## src/rtl/isp_pkg.sv

```systemverilog
// Shared types and constants for the Oriented-FAST ISP stages.
// Holds the blur FSM state type, the binomial kernel weights and a coordinate clamp helper.
package isp_pkg;

  typedef enum logic [2:0] {
    IDLE,
    PRELOAD,
    FETCH,
    LATCH,
    WRITE,
    DONE
  } blur_state_t;

  localparam int W_CORNER     = 1;
  localparam int W_EDGE       = 2;
  localparam int W_CENTRE     = 4;
  localparam int KERNEL_SHIFT = 4;

  // Clamp a signed coordinate into 0..lim-1 (edge replication at the borders).
  function automatic int clamp_coord(input int c, input int lim);
    if (c < 0) return 0;
    if (c > lim - 1) return lim - 1;
    return c;
  endfunction

endpackage

```

## src/rtl/blur_kernel_3x3.sv

```systemverilog
// Combinational 3x3 binomial kernel; window indexed [col][row].
// Define BLUR_ROUND_EN to round to nearest (saturated) instead of truncating.
module blur_kernel_3x3
  import isp_pkg::*;
(
  input  logic [2:0][2:0][7:0] win_i,
  output logic [7:0]           pix_o
);

  logic [9:0]  corners;
  logic [9:0]  edges;
  logic [11:0] sum;

  always_comb begin
    corners = 10'(win_i[0][0]) + 10'(win_i[2][0]) + 10'(win_i[0][2]) + 10'(win_i[2][2]);
    edges   = 10'(win_i[1][0]) + 10'(win_i[0][1]) + 10'(win_i[2][1]) + 10'(win_i[1][2]);
    sum     = 12'(corners) * 12'(W_CORNER)
            + 12'(edges) * 12'(W_EDGE)
            + 12'(win_i[1][1]) * 12'(W_CENTRE);
  end

`ifdef BLUR_ROUND_EN
  logic [12:0] sum_rnd;
  logic [12:0] shifted;

  always_comb begin
    sum_rnd = {1'b0, sum} + 13'd8;
    shifted = sum_rnd >> KERNEL_SHIFT;
    pix_o   = (shifted > 13'd255) ? 8'd255 : 8'(shifted);
  end
`else
  assign pix_o = 8'(sum >> KERNEL_SHIFT);
`endif

endmodule

```

## src/rtl/gaussian_blur_3x3.sv

```systemverilog
// Self-sequencing 3x3 Gaussian blur: raster-scans the greyscale SRAM, writes the blur SRAM.
// States: IDLE wait start | PRELOAD fill cols 0/1 | FETCH read col x+1 | LATCH last capture | WRITE emit+shift | DONE pulse
module gaussian_blur_3x3
  import isp_pkg::*;
#(
  parameter  int X_MAX = 400,
  parameter  int Y_MAX = 400,
  localparam int AW_X  = $clog2(X_MAX) + 1,
  localparam int AW_Y  = $clog2(Y_MAX) + 1
) (
  input  logic            clk,
  input  logic            n_rst,
  input  logic            start,
  output logic            ren_bw,
  output logic [AW_X-1:0] x_addr_bw,
  output logic [AW_Y-1:0] y_addr_bw,
  input  logic [7:0]      rdat_bw,
  output logic            wen_blur,
  output logic [AW_X-1:0] x_addr_blur,
  output logic [AW_Y-1:0] y_addr_blur,
  output logic [7:0]      wdat_blur,
  output logic            busy,
  output logic            blur_done
);

  blur_state_t          state_q, state_d;
  logic [AW_X-1:0]      x_q, x_d;
  logic [AW_Y-1:0]      y_q, y_d;
  logic [1:0]           r_q, r_d;
  logic [2:0][2:0][7:0] win_q;
  logic                 tag_v_q;
  logic [2:0]           tag_mask_q;
  logic [1:0]           tag_row_q;

  logic                 issue_v;
  logic [2:0]           issue_mask;
  logic                 shift;
  logic [AW_Y-1:0]      row_addr;
  logic [AW_X-1:0]      col_next;
  logic [7:0]           kern_pix;

  assign row_addr = AW_Y'(clamp_coord(int'(y_q) + int'(r_q) - 1, Y_MAX));
  assign col_next = AW_X'(clamp_coord(int'(x_q) + 1, X_MAX));

  blur_kernel_3x3 u_kernel (
    .win_i (win_q),
    .pix_o (kern_pix)
  );

  always_comb begin
    state_d     = state_q;
    x_d         = x_q;
    y_d         = y_q;
    r_d         = r_q;
    ren_bw      = 1'b0;
    x_addr_bw   = '0;
    y_addr_bw   = '0;
    wen_blur    = 1'b0;
    x_addr_blur = '0;
    y_addr_blur = '0;
    wdat_blur   = '0;
    blur_done   = 1'b0;
    busy        = (state_q != IDLE);
    issue_v     = 1'b0;
    issue_mask  = '0;
    shift       = 1'b0;

    case (state_q)
      IDLE: begin
        if (start) begin
          state_d = PRELOAD;
          x_d     = '0;
          y_d     = '0;
          r_d     = '0;
        end
      end
      PRELOAD: begin
        ren_bw     = 1'b1;
        y_addr_bw  = row_addr;
        issue_v    = 1'b1;
        issue_mask = 3'b011;
        if (r_q == 2'd2) begin
          r_d     = '0;
          state_d = FETCH;
        end else begin
          r_d = 2'(r_q + 2'd1);
        end
      end
      FETCH: begin
        ren_bw     = 1'b1;
        x_addr_bw  = col_next;
        y_addr_bw  = row_addr;
        issue_v    = 1'b1;
        issue_mask = 3'b100;
        if (r_q == 2'd2) begin
          r_d     = '0;
          state_d = LATCH;
        end else begin
          r_d = 2'(r_q + 2'd1);
        end
      end
      LATCH: state_d = WRITE;
      WRITE: begin
        wen_blur    = 1'b1;
        x_addr_blur = x_q;
        y_addr_blur = y_q;
        wdat_blur   = kern_pix;
        shift       = 1'b1;
        if (x_q < AW_X'(X_MAX - 1)) begin
          x_d     = AW_X'(x_q + 1'b1);
          state_d = FETCH;
        end else if (y_q < AW_Y'(Y_MAX - 1)) begin
          x_d     = '0;
          y_d     = AW_Y'(y_q + 1'b1);
          state_d = PRELOAD;
        end else begin
          state_d = DONE;
        end
      end
      DONE: begin
        blur_done = 1'b1;
        state_d   = IDLE;
      end
      default: state_d = IDLE;
    endcase
  end

  // Capture lands one cycle after its read; never coincides with the WRITE shift.
  always_ff @(posedge clk) begin
    if (!n_rst) begin
      state_q    <= IDLE;
      x_q        <= '0;
      y_q        <= '0;
      r_q        <= '0;
      win_q      <= '0;
      tag_v_q    <= 1'b0;
      tag_mask_q <= '0;
      tag_row_q  <= '0;
    end else begin
      state_q    <= state_d;
      x_q        <= x_d;
      y_q        <= y_d;
      r_q        <= r_d;
      tag_v_q    <= issue_v;
      tag_mask_q <= issue_mask;
      tag_row_q  <= r_q;
      if (shift) begin
        win_q[0] <= win_q[1];
        win_q[1] <= win_q[2];
      end else if (tag_v_q) begin
        for (int c = 0; c < 3; c++) begin
          if (tag_mask_q[c]) win_q[c][tag_row_q] <= rdat_bw;
        end
      end
    end
  end

endmodule

```

## config.mk

```make
export PLATFORM = sky130hd
export DESIGN_NAME = gaussian_blur_3x3
export DESIGN_NICKNAME = d
export VERILOG_FILES = /design/src/rtl/isp_pkg.sv /design/src/rtl/blur_kernel_3x3.sv /design/src/rtl/gaussian_blur_3x3.sv
export SDC_FILE = /design/constraint.sdc
export NUM_CORES = 1
export LEC_CHECK = 0
export CAP_MARGIN = 20
export CORE_MARGIN = 2
export CORE_UTILIZATION = 55
export DETAILED_ROUTE_END_ITERATION = 6
export GPL_TIMING_DRIVEN = 0
export PLACE_DENSITY = 0.76
export SYNTH_ARGS = -nofsm -noshare
export SYNTH_HDL_FRONTEND = slang
export SYNTH_HIERARCHICAL = 1
export SYNTH_SLANG_ARGS = --single-unit
export TNS_END_PERCENT = 20
```

## constraint.sdc

```tcl
create_clock -name clk -period 11.49 [get_ports clk]
set_clock_uncertainty 0.2 [all_clocks]
set_input_delay 1.149 -clock clk [delete_from_list [all_inputs] [get_ports clk]]
set_output_delay 1.149 -clock clk [all_outputs]
set_load 0.02 [all_outputs]
```

==> flow_metrics.tcl, run 1 <==
set metrics [dict create \
    htreeDepth 3 \
    final-hold-violation-count 0 \
    rsz0062_at_grt "false" \
    synth_edf_count 0 \
    via_per_inst 5.77 \
    multi_input_area_um2 4930 \
    dieArea_um2 14700 \
    synth-async-reset-ratio 0 \
    reg2reg_depth 8 \
    fill_cells 1185 \
    die_h_um 121 \
    clkTransAtPathRegs_ps 70 \
    drc 0 \
    irDropWorstVdd_mv 0.122 \
    crit_arrival_ps 6810 \
    io_buffers 60 \
    rows 42 \
    avgSynthCellArea_um2 8.34 \
    stdcell_count 1159 \
    ys_seq_elements 102 \
    routabilityCongestion 0.870 \
    grt_usage 0.269 \
    worst_pin_slew_ps 979 \
    ctsResizeCount 0 \
    holdBufCountCts 0 \
    setup_viol 0 \
    synth_compound_area_frac 0.219 \
    critical_path_class "reg2out" \
    maxCapViolCount 0 \
    slew_viol_final 0 \
    pwr_density_cell_nw_per_um2 123 \
    fmax_ghz 0.122 \
    routed_wirelength_um 19100 \
    fin_total_pwr_mw 1.07 \
    worstSetupEndpointType "output port" \
    yosys_warnings 6 \
    pin_count 63 \
    ant_nets 0 \
    synthXorXnorAreaFrac 0.0289 \
    hold_depth 2 \
    cts_tree "yes" \
    hp-class "reg2reg" \
    seqCellArea_um2 2040 \
    leakagePower_nw 3.35 \
    overflow 0 \
    initial_core_util 0.567 \
    cts_buffer_depth 2 \
    yosys.area_share.simple 0.170 \
    start_kind "flip-flop" \
    yosysMostFrequentCell "a21oi_1" \
    cts_setup_buffers 0 \
    timing.hold.ws_ps 299 \
    synth_mux_area_frac 0.0332 \
    synth_area_leader_cell "dfxtp_1" \
    numCtsBuffers 9 \
    status "finished, final reports clean" \
    fin_crit_ps 8160 \
    syn_inst 908 \
    die_x_um 121 \
    antenna_found_initial 0 \
    grt_pass1_vias 6282 \
    drtIter0Drc 552 \
    dp_hpwl_um 14700 \
    relSlewSlack 0.342 \
    insertion_delay_ps 360 \
    synthDistinctLibCells 84 \
    final_layout_size_suffix_gt1_frac 0.0590 \
    synth_top_cell_area_share 0.270 \
    synth_area_leaders "dfxtp_1, fa_1, a21oi_1" \
    core_um2 13300 \
    synth_flop_cell "dfxtp_1" \
    final.setup.tns_ps 0 \
    r2r_slack_ps 8990 \
    clock_sinks 102 \
    syn_to_final_growth_pct 14.7 \
    nets 1084 \
    grt_max_degree 17 \
    cp_max_fo 7 \
    syn_area_um2 7570 \
    cts_root_buf "clkbuf_16" \
    routed-via-count 6693 \
    seq_area_frac_synth 0.270 \
    dr.pass1.iters 5 \
    post_drt_wl_per_cell_um 16.5 \
    required_ps 10140 \
    dpl.cell_count 1145 \
    synthAdderAreaFrac 0.199 \
    grt_pass1_wl_um 31200 \
    fin_crit_sh 0.711 \
    synth.top_cells.by_count "a21oi_1, inv_1, dfxtp_1" \
    synth_top_family_by_area "compound AO/OA/AOI/OAI gates" \
    diodes 0 \
]
## where the power goes
group	internal (mW)	switching (mW)	leakage [nW]
combinational	0.154	0.221	2.39
sequential	0.371	0.0137	0.822
clock	0.168	0.143	0.142
## worst paths after layout
check,from,to
worst max register to register,y_q[6],x_q[2]
worst min register to register,y_q[0],y_q[0]
worst min-delay path,y_q[0],y_q[0]
worst max-delay path,win_q[25],wdat_blur[6]
## layer usage
layer,part of all wire,up-vias,global-route usage,wire (µm)
li1,-,3261,-,-
met1,0.48,3159,0.388,9100
met5,0,-,0,0
met2,0.45,242,0.404,8560
met4,0.020,0,0.0991,376
met3,0.058,31,0.0461,1110
## flip-flops by register name, summed over array words and instances (netlist names)
signal	cells
win_q	72
tag_row_q	2
state_q	3
x_q	10
y_q	10
tag_v_q	1
tag_mask_q	2
r_q	2
## worst max-delay path: stages, from the launching register on
cell	delay, ps
dfxtp_1	390
inv_1	80
fa_1	480
fa_1	510
inv_1	40
ha_1	240
fa_1	420
a21o_1	190
a21o_1	250
xnor2_1	270
fa_1	480
fa_1	470
fa_1	550
inv_1	40
ha_1	390
a21o_1	280
a22o_1	240
a211oi_2	220
xnor2_1	140
and3_1	170
clkdlybuf4s50_1	600
## kinds of logic after synthesis
group           after synthesis
compound gates              273
flops                       102
mux                          25
xor+xnor                     25
simple gates                239
fa+ha+maj                    93
other cells                   1
buf+inv                     150
## layout by cell type (no fill, tap or decap), drive strengths merged, types with 5 or more instances in the layout
cell / netlist / layout
a21oi: 130 / 130
inv: 108 / 109
dfxtp: 102 / 102
nor2: 82 / 82
o21ai: 70 / 70
clkdlybuf4s50: 0 / 60
ha: 47 / 47
fa: 46 / 46
clkbuf: 30 / 39
and2: 34 / 34
mux2i: 24 / 24
nand2: 22 / 22
xnor2: 19 / 19
nand3: 19 / 19
and3: 19 / 19
nor3: 16 / 16
a21o: 10 / 10
buf: 10 / 10
nand2b: 9 / 9
nand4: 8 / 8
a31oi: 8 / 8
a211oi: 8 / 8
o21a: 7 / 7
xor2: 6 / 6
or3: 6 / 6
or2: 5 / 5
## area by class of cell
class                           count  share of cell area
Buffer                             41              0.0221
Clock inverter                      5             0.00706
Timing Repair Buffer               60              0.0692
Clock buffer                        9              0.0259
Inverter                          109              0.0471
Multi-Input combinational cell    657               0.568
Tap cell                          176              0.0254
Sequential cell                   102               0.235
## through the flow
step           utilization  worst slack [ps]  instance area [µm²]
2_1_floorplan            -              4670                 7570
3_3_place_gp         0.629              3760                 8390
3_5_place_dp         0.629              3740                 8390
4_1_cts              0.650              3330                 8680
5_1_grt              0.650              3100                 8680
6_report             0.650              3330                 8680
No activity file was read; power rests on OpenSTA's default activity.
==> inputs of run 2 (changes only) <==
- clock period: 11.49 -> 7.55 ns (I/O delays scaled with it)
==> run 2 against run 1 <==
Effect of this change:
- sequential share of layout area about the same
- clock-buffer cell count is the same
- via count barely moved
- highest routed layer unchanged
- routed wire length grew 0.14%
- utilization about the same
- critical path depth shrank 1
==> flow_metrics.tcl, run 2 (synthesized netlist as in run 1, its figures left out) <==
set metrics [dict create \
    cts_setup_buffers 0 \
    internal_power_mw 1.06 \
    routed-via-count 6696 \
    fmax_ghz 0.135 \
    grt_usage 0.269 \
    grt_pass1_wl_um 31200 \
    post-route-util 0.651 \
    pin_count 63 \
    overflow 0 \
    fin_crit_sh 0.982 \
    final.setup.tns_ps 0 \
    antenna_found_initial 0 \
    leakagePower_nw 3.37 \
    via_per_inst 5.78 \
    final_layout_size_suffix_gt1_frac 0.0610 \
    postPlaceCellArea_um2 8390 \
    r2r_start "y_q[6]" \
    drtIter0Drc 589 \
    cts_buffer_depth 2 \
    cts_root_buf "clkbuf_16" \
    routabilityCongestion 0.870 \
    share_comb_of_total_power 0.350 \
    slew_viol_final 0 \
    rr_endpoint "x_q[2]" \
    die_x_um 121 \
    start_kind "flip-flop" \
    clkTransAtPathRegs_ps 70 \
    hp-class "reg2reg" \
    post-route-cell-area_um2 8690 \
    grt_pass1_vias 6275 \
    ant_nets 0 \
    seq_power_share 0.359 \
    final_cell_mix "a21oi_1, inv_1, dfxtp_1" \
    final_common_cell "a21oi_1" \
    maxCapViolCount 0 \
    holdBufCountCts 0 \
    dp_hpwl_um 14700 \
    power.switching_fraction 0.352 \
    irDropWorstVdd_mv 0.185 \
    min_from "y_q[0]" \
    cp_max_fo 9 \
    final-hold-violation-count 0 \
    clock_sinks 102 \
    setup_viol 0 \
    numCtsBuffers 9 \
    status "finished, final reports clean" \
    reg_top3 "win_q: 72 flops, x_q: 10 flops, y_q: 10 flops" \
    syn_to_final_growth_pct 14.8 \
    reg2reg_depth 8 \
    die_h_um 121 \
    largest_reg_flops 72 \
    htreeDepth 3 \
    crit_arrival_ps 6460 \
    diodes 0 \
    relSlewSlack 0.347 \
    pwr_density_cell_nw_per_um2 188 \
    io_buffers 60 \
    grt_max_degree 17 \
    cts_tree "yes" \
    hold_depth 2 \
    insertion_delay_ps 360 \
    p_switching_mw 0.574 \
    r2r_slack_ps 5020 \
    drc 0 \
    initial_core_util 0.567 \
    rows 42 \
    worst_pin_slew_ps 972 \
    worstSetupEndpointType "output port" \
    nets 1084 \
    dpl_worst_slack_ps 195 \
    dr.pass1.iters 5 \
    routed_wirelength_um 19200 \
    post_drt_wl_per_cell_um 16.5 \
    critical_path_class "reg2out" \
    dieArea_um2 14700 \
    rsz0062_at_grt "false" \
    worst_slack_ps 136 \
    hold_path_end "y_q[0]" \
    top_register "win_q" \
    core_um2 13300 \
    fin_crit_ps 7410 \
    clkPwrFrac 0.290 \
    required_ps 6590 \
]
## run 2: through the flow
stage               std cells  power (mW)  hold slack (ps)
CTS                      1159        1.62              299
global placement         1145        1.15              281
finish                   1159        1.63              298
global route             1159        1.70              334
detailed placement       1145        1.16              289
floorplan                 909       0.991              266
## run 2: layer usage
metal	vias up	routed length, µm	global-route usage
li1	3260	-	-
met1	3154	9110	0.388
met2	249	8510	0.403
met3	33	1130	0.0456
met4	0	415	0.0991
met5	-	0	0
## run 2: critical path: stages (launching register included)
cell,delay (ps)
dfxtp_1,380
inv_1,80
fa_1,490
fa_1,520
inv_1,70
ha_1,310
a21o_1,180
a21oi_1,170
xor2_1,270
fa_1,480
fa_1,470
fa_1,550
inv_1,40
ha_1,360
nand4_1,120
o2bb2ai_2,500
a21oi_1,170
xnor2_1,140
and3_1,170
clkdlybuf4s50_1,610
## run 2: power groups by stage
stage                     Clock [mW]  Combinational, mW  Sequential (mW)
after floorplan                    0              0.399            0.592
after global placement             0              0.554            0.597
after detailed placement           0              0.560            0.597
after CTS                      0.473              0.565            0.585
after global routing           0.493              0.623            0.589
final                          0.473              0.571            0.586
## run 2: layout make-up
type,instances,area [µm²]
tap,176,220
fill,1183,4660
inverter,109,409
clock inverter,5,61.3
multi-input combinational,657,4940
sequential,102,2040
clock buffer,9,225
timing repair buffer,60,597
buffer,41,191
## run 2: worst max path at each step
stage / startpoint / end / slack [ps]
floorplan: win_q[9] / wdat_blur[6] / 1120
global placement: win_q[25] / wdat_blur[6] / 210
detailed placement: win_q[25] / wdat_blur[6] / 200
CTS: win_q[25] / wdat_blur[6] / 130
global route: win_q[26] / wdat_blur[3] / 3
finish: win_q[26] / wdat_blur[3] / 140
## run 2: repair_timing
action                                  4_1_cts  5_1_grt
endpoints found under the setup margin        4        5
resized for setup                             5        2
endpoints found under the hold margin         0        0
pin swaps                                     0        0
